**config.mk**
```make
export PLATFORM = sky130hd
export DESIGN_NAME = bus_rr_arbiter_flat
export DESIGN_NICKNAME = d
export VERILOG_FILES = /design/src/rtl/bus_rr_arbiter_if.sv /design/src/rtl/bus_rr_arbiter.sv /design/src/flat_wrapper.sv
export SDC_FILE = /design/constraint.sdc
export NUM_CORES = 1
export LEC_CHECK = 0
export ABC_AREA = 1
export BUFFER_PORTS_ARGS = -buffer_cell sky130_fd_sc_hd__buf_4
export CORE_MARGIN = 3
export CORE_UTILIZATION = 46
export DETAILED_ROUTE_END_ITERATION = 12
export GPL_ROUTABILITY_DRIVEN = 0
export PLACE_DENSITY = 0.87
export REMOVE_ABC_BUFFERS = 1
export SYNTH_ARGS = -nofsm -noshare
export SYNTH_HDL_FRONTEND = slang
export SYNTH_SLANG_ARGS = --single-unit
```
**constraint.sdc**
```tcl
create_clock -name clk -period 2.35 [get_ports clk]
set_input_delay 0.235 -clock clk [delete_from_list [all_inputs] [get_ports clk]]
set_output_delay 0.235 -clock clk [all_outputs]
set_load 0.02 [all_outputs]
```
**src/rtl/bus_rr_arbiter_if.sv**
```systemverilog
// bus_rr_arbiter_if: driver FIFO pop/push bus shared through bus_rr_arbiter
interface bus_rr_arbiter_if #(
  parameter int DRVRS   = 4,
  parameter int PCKG_SZ = 16
);
  logic [DRVRS-1:0]         pndng;
  logic [DRVRS*PCKG_SZ-1:0] D_pop;
  logic [DRVRS-1:0]         pop;
  logic [DRVRS-1:0]         push;
  logic [PCKG_SZ-1:0]       D_push;
  modport master (input pndng, D_pop, output pop, push, D_push);
  modport slave  (output pndng, D_pop, input pop, push, D_push);
endinterface

```
**src/rtl/bus_rr_arbiter.sv**
```systemverilog
// bus_rr_arbiter: round-robin source select, one packet per IDLE/GRANT/DELIVER pass
// Define BUS_ARB_STATS_EN to build the saturating pkt_cnt/drop_cnt counters.
module bus_rr_arbiter #(
  parameter int          DRVRS     = 4,
  parameter int          PCKG_SZ   = 16,
  parameter logic [7:0]  BROADCAST = 8'hFF,
  localparam int         W         = $clog2(DRVRS)
) (
  input  logic             clk,
  input  logic             reset,
  bus_rr_arbiter_if.master bus,
  output logic             busy,
  output logic [W-1:0]     grant_id,
  output logic [15:0]      pkt_cnt,
  output logic [15:0]      drop_cnt
);
  typedef enum logic [1:0] {IDLE, GRANT, DELIVER} state_t;
  state_t             state;
  logic [W-1:0]       ptr;
  logic [W-1:0]       winner;
  logic [W-1:0]       idx;
  logic               found;
  logic [PCKG_SZ-1:0] pkt;
  logic [7:0]         id;
  logic [DRVRS-1:0]   sel;
  logic [DRVRS-1:0]   dmask;
  assign id    = pkt[PCKG_SZ-1 -: 8];
  assign sel   = DRVRS'(1) << grant_id;
  assign dmask = (id == BROADCAST) ? ~sel : (id < 8'(DRVRS)) ? DRVRS'(1) << id : '0;
  // Scan from farthest to nearest so the first pending driver after ptr wins.
  always_comb begin
    winner = ptr;
    found  = 1'b0;
    idx    = '0;
    for (int k = DRVRS; k >= 1; k--) begin
      idx = W'((int'(ptr) + k) % DRVRS);
      if (bus.pndng[idx]) begin
        winner = idx;
        found  = 1'b1;
      end
    end
  end
  always_ff @(posedge clk or posedge reset) begin
    if (reset) begin
      state    <= IDLE;
      ptr      <= W'(DRVRS - 1);
      grant_id <= '0;
      pkt      <= '0;
    end else begin
      case (state)
        IDLE: if (found) begin
          grant_id <= winner;
          state    <= GRANT;
        end
        GRANT: if (bus.pndng[grant_id]) begin
          pkt   <= bus.D_pop[int'(grant_id)*PCKG_SZ +: PCKG_SZ];
          ptr   <= grant_id;
          state <= DELIVER;
        end else state <= IDLE;
        default: state <= IDLE;
      endcase
    end
  end
  // Strobes decode straight from state so an async reset kills them at once.
  assign bus.pop    = (state == GRANT && bus.pndng[grant_id]) ? sel : '0;
  assign bus.push   = (state == DELIVER) ? dmask : '0;
  assign bus.D_push = pkt;
  assign busy       = state != IDLE;
`ifdef BUS_ARB_STATS_EN
  always_ff @(posedge clk or posedge reset) begin
    if (reset) begin
      pkt_cnt  <= '0;
      drop_cnt <= '0;
    end else if (state == DELIVER) begin
      if (dmask != '0 && pkt_cnt != 16'hFFFF) pkt_cnt <= pkt_cnt + 16'd1;
      if (dmask == '0 && drop_cnt != 16'hFFFF) drop_cnt <= drop_cnt + 16'd1;
    end
  end
`else
  assign pkt_cnt  = '0;
  assign drop_cnt = '0;
`endif
endmodule

```
**src/flat_wrapper.sv**
```systemverilog
// flat-port wrapper written by rule: the top's interface ports become plain ports
module bus_rr_arbiter_flat 
#(
  parameter int          DRVRS     = 4,
  parameter int          PCKG_SZ   = 16,
  parameter logic [7:0]  BROADCAST = 8'hFF,
  localparam int         W         = $clog2(DRVRS)
)
  (clk, reset, busy, grant_id, pkt_cnt, drop_cnt, bus_pndng, bus_D_pop, bus_pop, bus_push, bus_D_push);
  bus_rr_arbiter_if #(.DRVRS(DRVRS), .PCKG_SZ(PCKG_SZ)) bus_i ();
  input  logic clk;
  input  logic reset;
  output logic busy;
  output logic [W-1:0] grant_id;
  output logic [15:0] pkt_cnt;
  output logic [15:0] drop_cnt;
  input wire logic [$bits(bus_i.pndng)-1:0] bus_pndng;
  input wire logic [$bits(bus_i.D_pop)-1:0] bus_D_pop;
  output wire logic [$bits(bus_i.pop)-1:0] bus_pop;
  output wire logic [$bits(bus_i.push)-1:0] bus_push;
  output wire logic [$bits(bus_i.D_push)-1:0] bus_D_push;
  assign bus_i.pndng = bus_pndng;
  assign bus_i.D_pop = bus_D_pop;
  assign bus_pop = bus_i.pop;
  assign bus_push = bus_i.push;
  assign bus_D_push = bus_i.D_push;
  bus_rr_arbiter #(.DRVRS(DRVRS), .PCKG_SZ(PCKG_SZ), .BROADCAST(BROADCAST)) u_core (.clk(clk), .reset(reset), .bus(bus_i), .busy(busy), .grant_id(grant_id), .pkt_cnt(pkt_cnt), .drop_cnt(drop_cnt));
endmodule
```
# Yosys cells after proc, flatten, opt, wreduce, memory -nomap -nowiden
# Index checks and enable logic that the tools add are counted.
[word_totals] ff_bits=22 in_bits=70 out_inout_bits=59
[classes] addsub=4 n_lt_le_gt_ge=6 eq_ne=4 n_shift=3 mux=25 bitwise=1 reduce_logical=5
[ops] op="64-bit by 7-bit variable part select with 16-bit output" count=1
[ops] op="4-bit two-way mux" count=4
[ops] op="2-bit by 3-bit less-than comparator with 1-bit output (second input constant)" count=5
[ops] op="2-bit two-way mux" count=6
[ops] op="1-bit binary-select mux with 2-bit select" count=5
[ops] op="1-bit two-way mux" count=9
[ops] op="8-bit equality test (second input constant)" count=1
[ops] op="8-bit by 3-bit less-than comparator with 1-bit output (second input constant)" count=1
[ops] op="1-bit by 8-bit << shifter with 4-bit output (first input constant)" count=1
[ops] op="2-bit by 1-bit adder with 2-bit output (second input constant)" count=2
[ops] op="2-bit adder (second input constant)" count=2
[ops] op="4-bit inverter" count=1
[ops] op="2-bit one-hot mux with 2 select lines" count=1
[ops] op="2-bit AND reduction" count=2
[ops] op="1-bit by 2-bit << shifter with 4-bit output (first input constant)" count=1
[ops] op="2-bit by 1-bit equality test with 1-bit output (second input constant)" count=1
[ops] op="2-bit equality test (second input constant)" count=1
[ops] op="2-bit logical NOT" count=1
[ops] op="2-bit by 1-bit != test with 1-bit output (second input constant)" count=1
[ops] op="2-bit nonzero test" count=1
[ops] op="1-bit logical AND" count=1

# Depth between registers and ports, before layout
[depth] depth_word=9 ltp_mapped=11 ltp_nobuf=10

# Worst setup path before layout
# OpenSTA, ideal clock, no wires.
[synth_timing] path_kind="flip-flop to output port" start="reg u_core.grant_id[1]" end="out bus_pop[0]" arrival_time_ps=1538 path_slack_ps=577 stages_incl_launch_ff=7 cell_sequence="dfrtp_1 -> nor2_4 -> inv_2 -> o22ai_1 -> o21ai_4 -> buf_6 -> nor2_1"
[synth_via] elab_chain_len=4 elab_cells_between_ends=5 cone_classes="shift: 1; mux: 3; reduce/logical: 1"
[synth_rtl] element="start: declaration" line="bus_rr_arbiter.sv:13" rtl="output logic [W-1:0] grant_id,"
[synth_rtl] element="start signal: assignment" line="bus_rr_arbiter.sv:52" rtl="grant_id <= winner;"
[synth_rtl] element="1-bit binary-select mux with 2-bit select" line="bus_rr_arbiter.sv:65" rtl="assign bus.pop = (state == GRANT && bus.pndng[grant_id]) ? sel : '0;"
[synth_rtl] element="1-bit two-way mux (implied by the code)" line="bus_rr_arbiter.sv:65"
[synth_rtl] element="1-bit logical AND" line="bus_rr_arbiter.sv:65"
[synth_rtl] element="4-bit two-way mux *" line="bus_rr_arbiter.sv:65"
[synth_rtl] element="end: declaration" line="flat_wrapper.sv:19" rtl="output wire logic [$bits(bus_i.pop)-1:0] bus_pop;"
# Mark *: on every way between the ends. The rest lies on a longest branch, timed or not. The select of a mux whose other input is x is not followed.

# Final worst setup path
[layout_timing] start="reg u_core.grant_id[0]" end="out bus_push[3]"
[layout_via] elab_chain_len=4
[layout_rtl] element="1-bit by 2-bit << shifter with 4-bit output" line="bus_rr_arbiter.sv:28" rtl="assign sel = DRVRS'(1) << grant_id;"
[layout_rtl] element="4-bit inverter" line="bus_rr_arbiter.sv:29" rtl="assign dmask = (id == BROADCAST) ? ~sel : (id < 8'(DRVRS)) ? DRVRS'(1) << id : '0;"
[layout_rtl] element="4-bit two-way mux" line="bus_rr_arbiter.sv:29"
[layout_rtl] element="4-bit two-way mux" line="bus_rr_arbiter.sv:66" rtl="assign bus.push = (state == DELIVER) ? dmask : '0;"
[layout_rtl] element="end: declaration" line="flat_wrapper.sv:20" rtl="output wire logic [$bits(bus_i.push)-1:0] bus_push;"
# No other way between the ends.

==> run metrics <==
endpoints failing hold=0; via count=2079; crit start category=flop; core area=3850 um2; Max Transition Viols Final=0; starting density of the core=49.9%; Tcrit/Tclk final=86.7%; hold_buf cts=0; CP peak stage delay=0.47 ns; Seq pwr share=25.0%; switch share=52.9%; DR WL/cell=12.8 um; HP Class=primary input to async pin; status=complete, no violations; clock buffer depth=2; R2R depth=7; Yosys cell types=27; drt drc=0; drt first pass iters=4; Final Cell Area=2570 um2; CTS tree=built; DPL Wire Length=4290 um; leakage power=0.00139 uW; Gate Count Post-Synth=280; I/O Pins=129; first-pass GRT wire length=8170 um; worst-path cell chain=buf_4 > nand2_2 > clkinv_1 > nand2_1 > nand2_1 > nor2_1 > buf_4; largest family of logic cells by synthesized area=simple AND/OR/NAND/NOR gates; post-layout worst setup margin=0.313 ns; CTS clock-pin slew for the worst setup and hold paths=0.08 ns; P&R area growth vs syn=33.4%; R2R setup slack=0.47 ns; pin count of the biggest net entering global routing=35; synthesis warning total=0; final core occ=66.6%; Synth Area in Compound Gates=16.2%; power density over the cells=1210 nW/um2; Adder-Cell Fraction of Synth Area=0%; port buffer count=96; sw power=1640 uW; Rows=22; WHS=0.144 ns; initial antenna violation count=0; DP Area=2520 um2; sequential area share after synthesis=28.7%; Tmin final=2.04 ns; chip height=70.7 um; Comb pwr share=67.3%; # setup viols final=0; Pwr Total=3110 uW; CP Capture Type=output pin; crit-path leading delay family=buffers and inverters; Max Freq=491 MHz; Mapped Area=1920 um2; cts repair resizes=0; crit path max fanout=11; grt ovf=0; Die W=70.7 um; skew final=0.00325 ns; initial detailed-routing violation count=127; H-tree level count=1; Multi-input gate area=1080 um2; Critical R2R Launch=u_core.grant_id[1]; CP max-delay cell=dfrtp_1; sinks on the clock net=22; vias per cell=4.95; storage element area=553 um2; Routed Antenna Nets=0; Least-Margin Pin Slew=0.832 ns; XOR/XNOR share of the synthesized area=0%; R2R Path End=u_core.bus.D_push[10]; Internal Power=1460 uW; fillcell total=355; DIE AREA=5000 um2; Synth Area in Simple Gates=33.6%; max-cap violations=0; clock root buffer=clkbuf_8; Syn Area/Cell=6.87 um2; crit path DAT=1.80 ns; Worst-Skew Late Latency=0.25 ns; vias in the first global route=1841; All-Layer GR Usage=19.7%; total CTS buffers=3; share of layout cells above drive strength 1=35.5%; CP required=2.12 ns; Clock power frac=7.7%; drt total wl=5380 um; #FFs+latches synth=22; WP buf/inv=3; VDD IR-drop max=0.551 mV; nets@finish=443; RSZ-0062 raised after global routing=false; multiplexer share of the synthesized area=0%; post-CTS setup buffer count=0; # diodes=0; Rel. slew slack=44.5%; pre-CTS WS=0.502 ns; Setup CP Type=flop to output pin
-- power by group through the flow --
| stage | clock [uW] | sequential (uW) | combinational [uW] |
|---|---|---|---|
| after floorplan | 0 | 935 | 1200 |
| after global placement | 0 | 771 | 2030 |
| final | 238 | 777 | 2090 |
| after detailed placement | 0 | 780 | 2100 |
| after CTS | 240 | 775 | 2100 |
| after global routing | 253 | 807 | 2280 |
-- Yosys cell counts --
library cell / count / area share (%)
nand2_1: 86 / 17
clkinv_1: 1 / 0.19
nand2_2: 1 / 0.33
o21ai_4: 1 / 0.85
inv_2: 2 / 0.39
o22ai_2: 1 / 0.65
o22ai_1: 1 / 0.33
nor3_1: 1 / 0.26
clkbuf_1: 1 / 0.19
nor2_4: 1 / 0.59
a31oi_1: 1 / 0.33
dfrtp_1: 20 / 26
nand4_1: 4 / 1.3
a21oi_1: 21 / 5.5
inv_4: 1 / 0.33
nand3b_1: 1 / 0.39
inv_1: 15 / 2.9
buf_2: 5 / 1.3
o21bai_1: 1 / 0.39
nor2_1: 15 / 2.9
buf_4: 32 / 12
o21ai_2: 18 / 8.2
nand2_4: 1 / 0.59
buf_6: 6 / 3.5
nand3_1: 40 / 10
dfstp_2: 2 / 2.7
conb_1: 1 / 0.19
-- cells in the final DEF, fill, tap and decap left out --
cell,count
a21oi_1,21
nand2_4,1
o21ai_4,1
inv_4,1
nand2_1,86
conb_1,32
a31oi_1,1
nor2_4,1
inv_2,2
clkinv_1,1
inv_1,15
nand2_2,1
nand3_1,40
nand4_1,4
o21bai_1,1
nor3_1,1
nand3b_1,1
clkbuf_1,1
o22ai_2,1
dfrtp_1,20
o21ai_2,18
dfstp_2,2
o22ai_1,1
clkbuf_8,3
nor2_1,15
buf_4,101
-- cell type report --
cell class              count  share of cell area, %
repair buffers            101                   29.5
well taps                  48                   2.34
clock buffers               4                   1.75
inverters                  19                   2.88
flip-flops and latches     22                   21.5
multi-input cells         226                   42.0
-- sequential cells by signal, indices dropped and copies added (netlist names) --
register	count
u_core.state	2
u_core.bus.D_push	16
u_core.grant_id	2
u_core.ptr	2
-- cells by family (layout without fill, tap and decap cells) --
kind of cell | after synthesis | after routing
and+or+nand+nor | 150 | 150
AOI/OAI and AO/OA | 44 | 44
DFF | 22 | 22
other | 1 | 32
buffers and inverters | 63 | 124
-- through the flow --
stage / instances / TNS [ns]
6_report: 420 / 0
4_1_cts: 420 / 0
3_3_place_gp: 416 / 0
5_1_grt: 420 / 0
2_1_floorplan: 267 / -0.580
3_5_place_dp: 416 / 0
-- worst max path at each step --
stage,start,to,slack [ns],cells after the start
after floorplan,u_core.grant_id[0],bus_pop[0],-0.14,5
after global placement,u_core.grant_id[0],u_core.bus.D_push[14],0.55,8
after detailed placement,u_core.grant_id[1],u_core.bus.D_push[10],0.50,7
after CTS,u_core.grant_id[0],bus_push[3],0.33,7
after global routing,u_core.grant_id[0],bus_push[3],0.18,7
final,u_core.grant_id[0],bus_push[3],0.31,7
-- routing by layer --
| layer | routed length [um] | global-route usage (%) | share of wire (%) | up-vias |
|---|---|---|---|---|
| met5 | 0 | 0 | 0 | - |
| met4 | 70 | 5.01 | 1.3 | 0 |
| met3 | 519 | 3.13 | 9.7 | 8 |
| met2 | 2740 | 36.0 | 51 | 110 |
| met1 | 2040 | 23.9 | 38 | 931 |
| li1 | - | - | - | 1030 |
(Power assumes the default switching activity.)
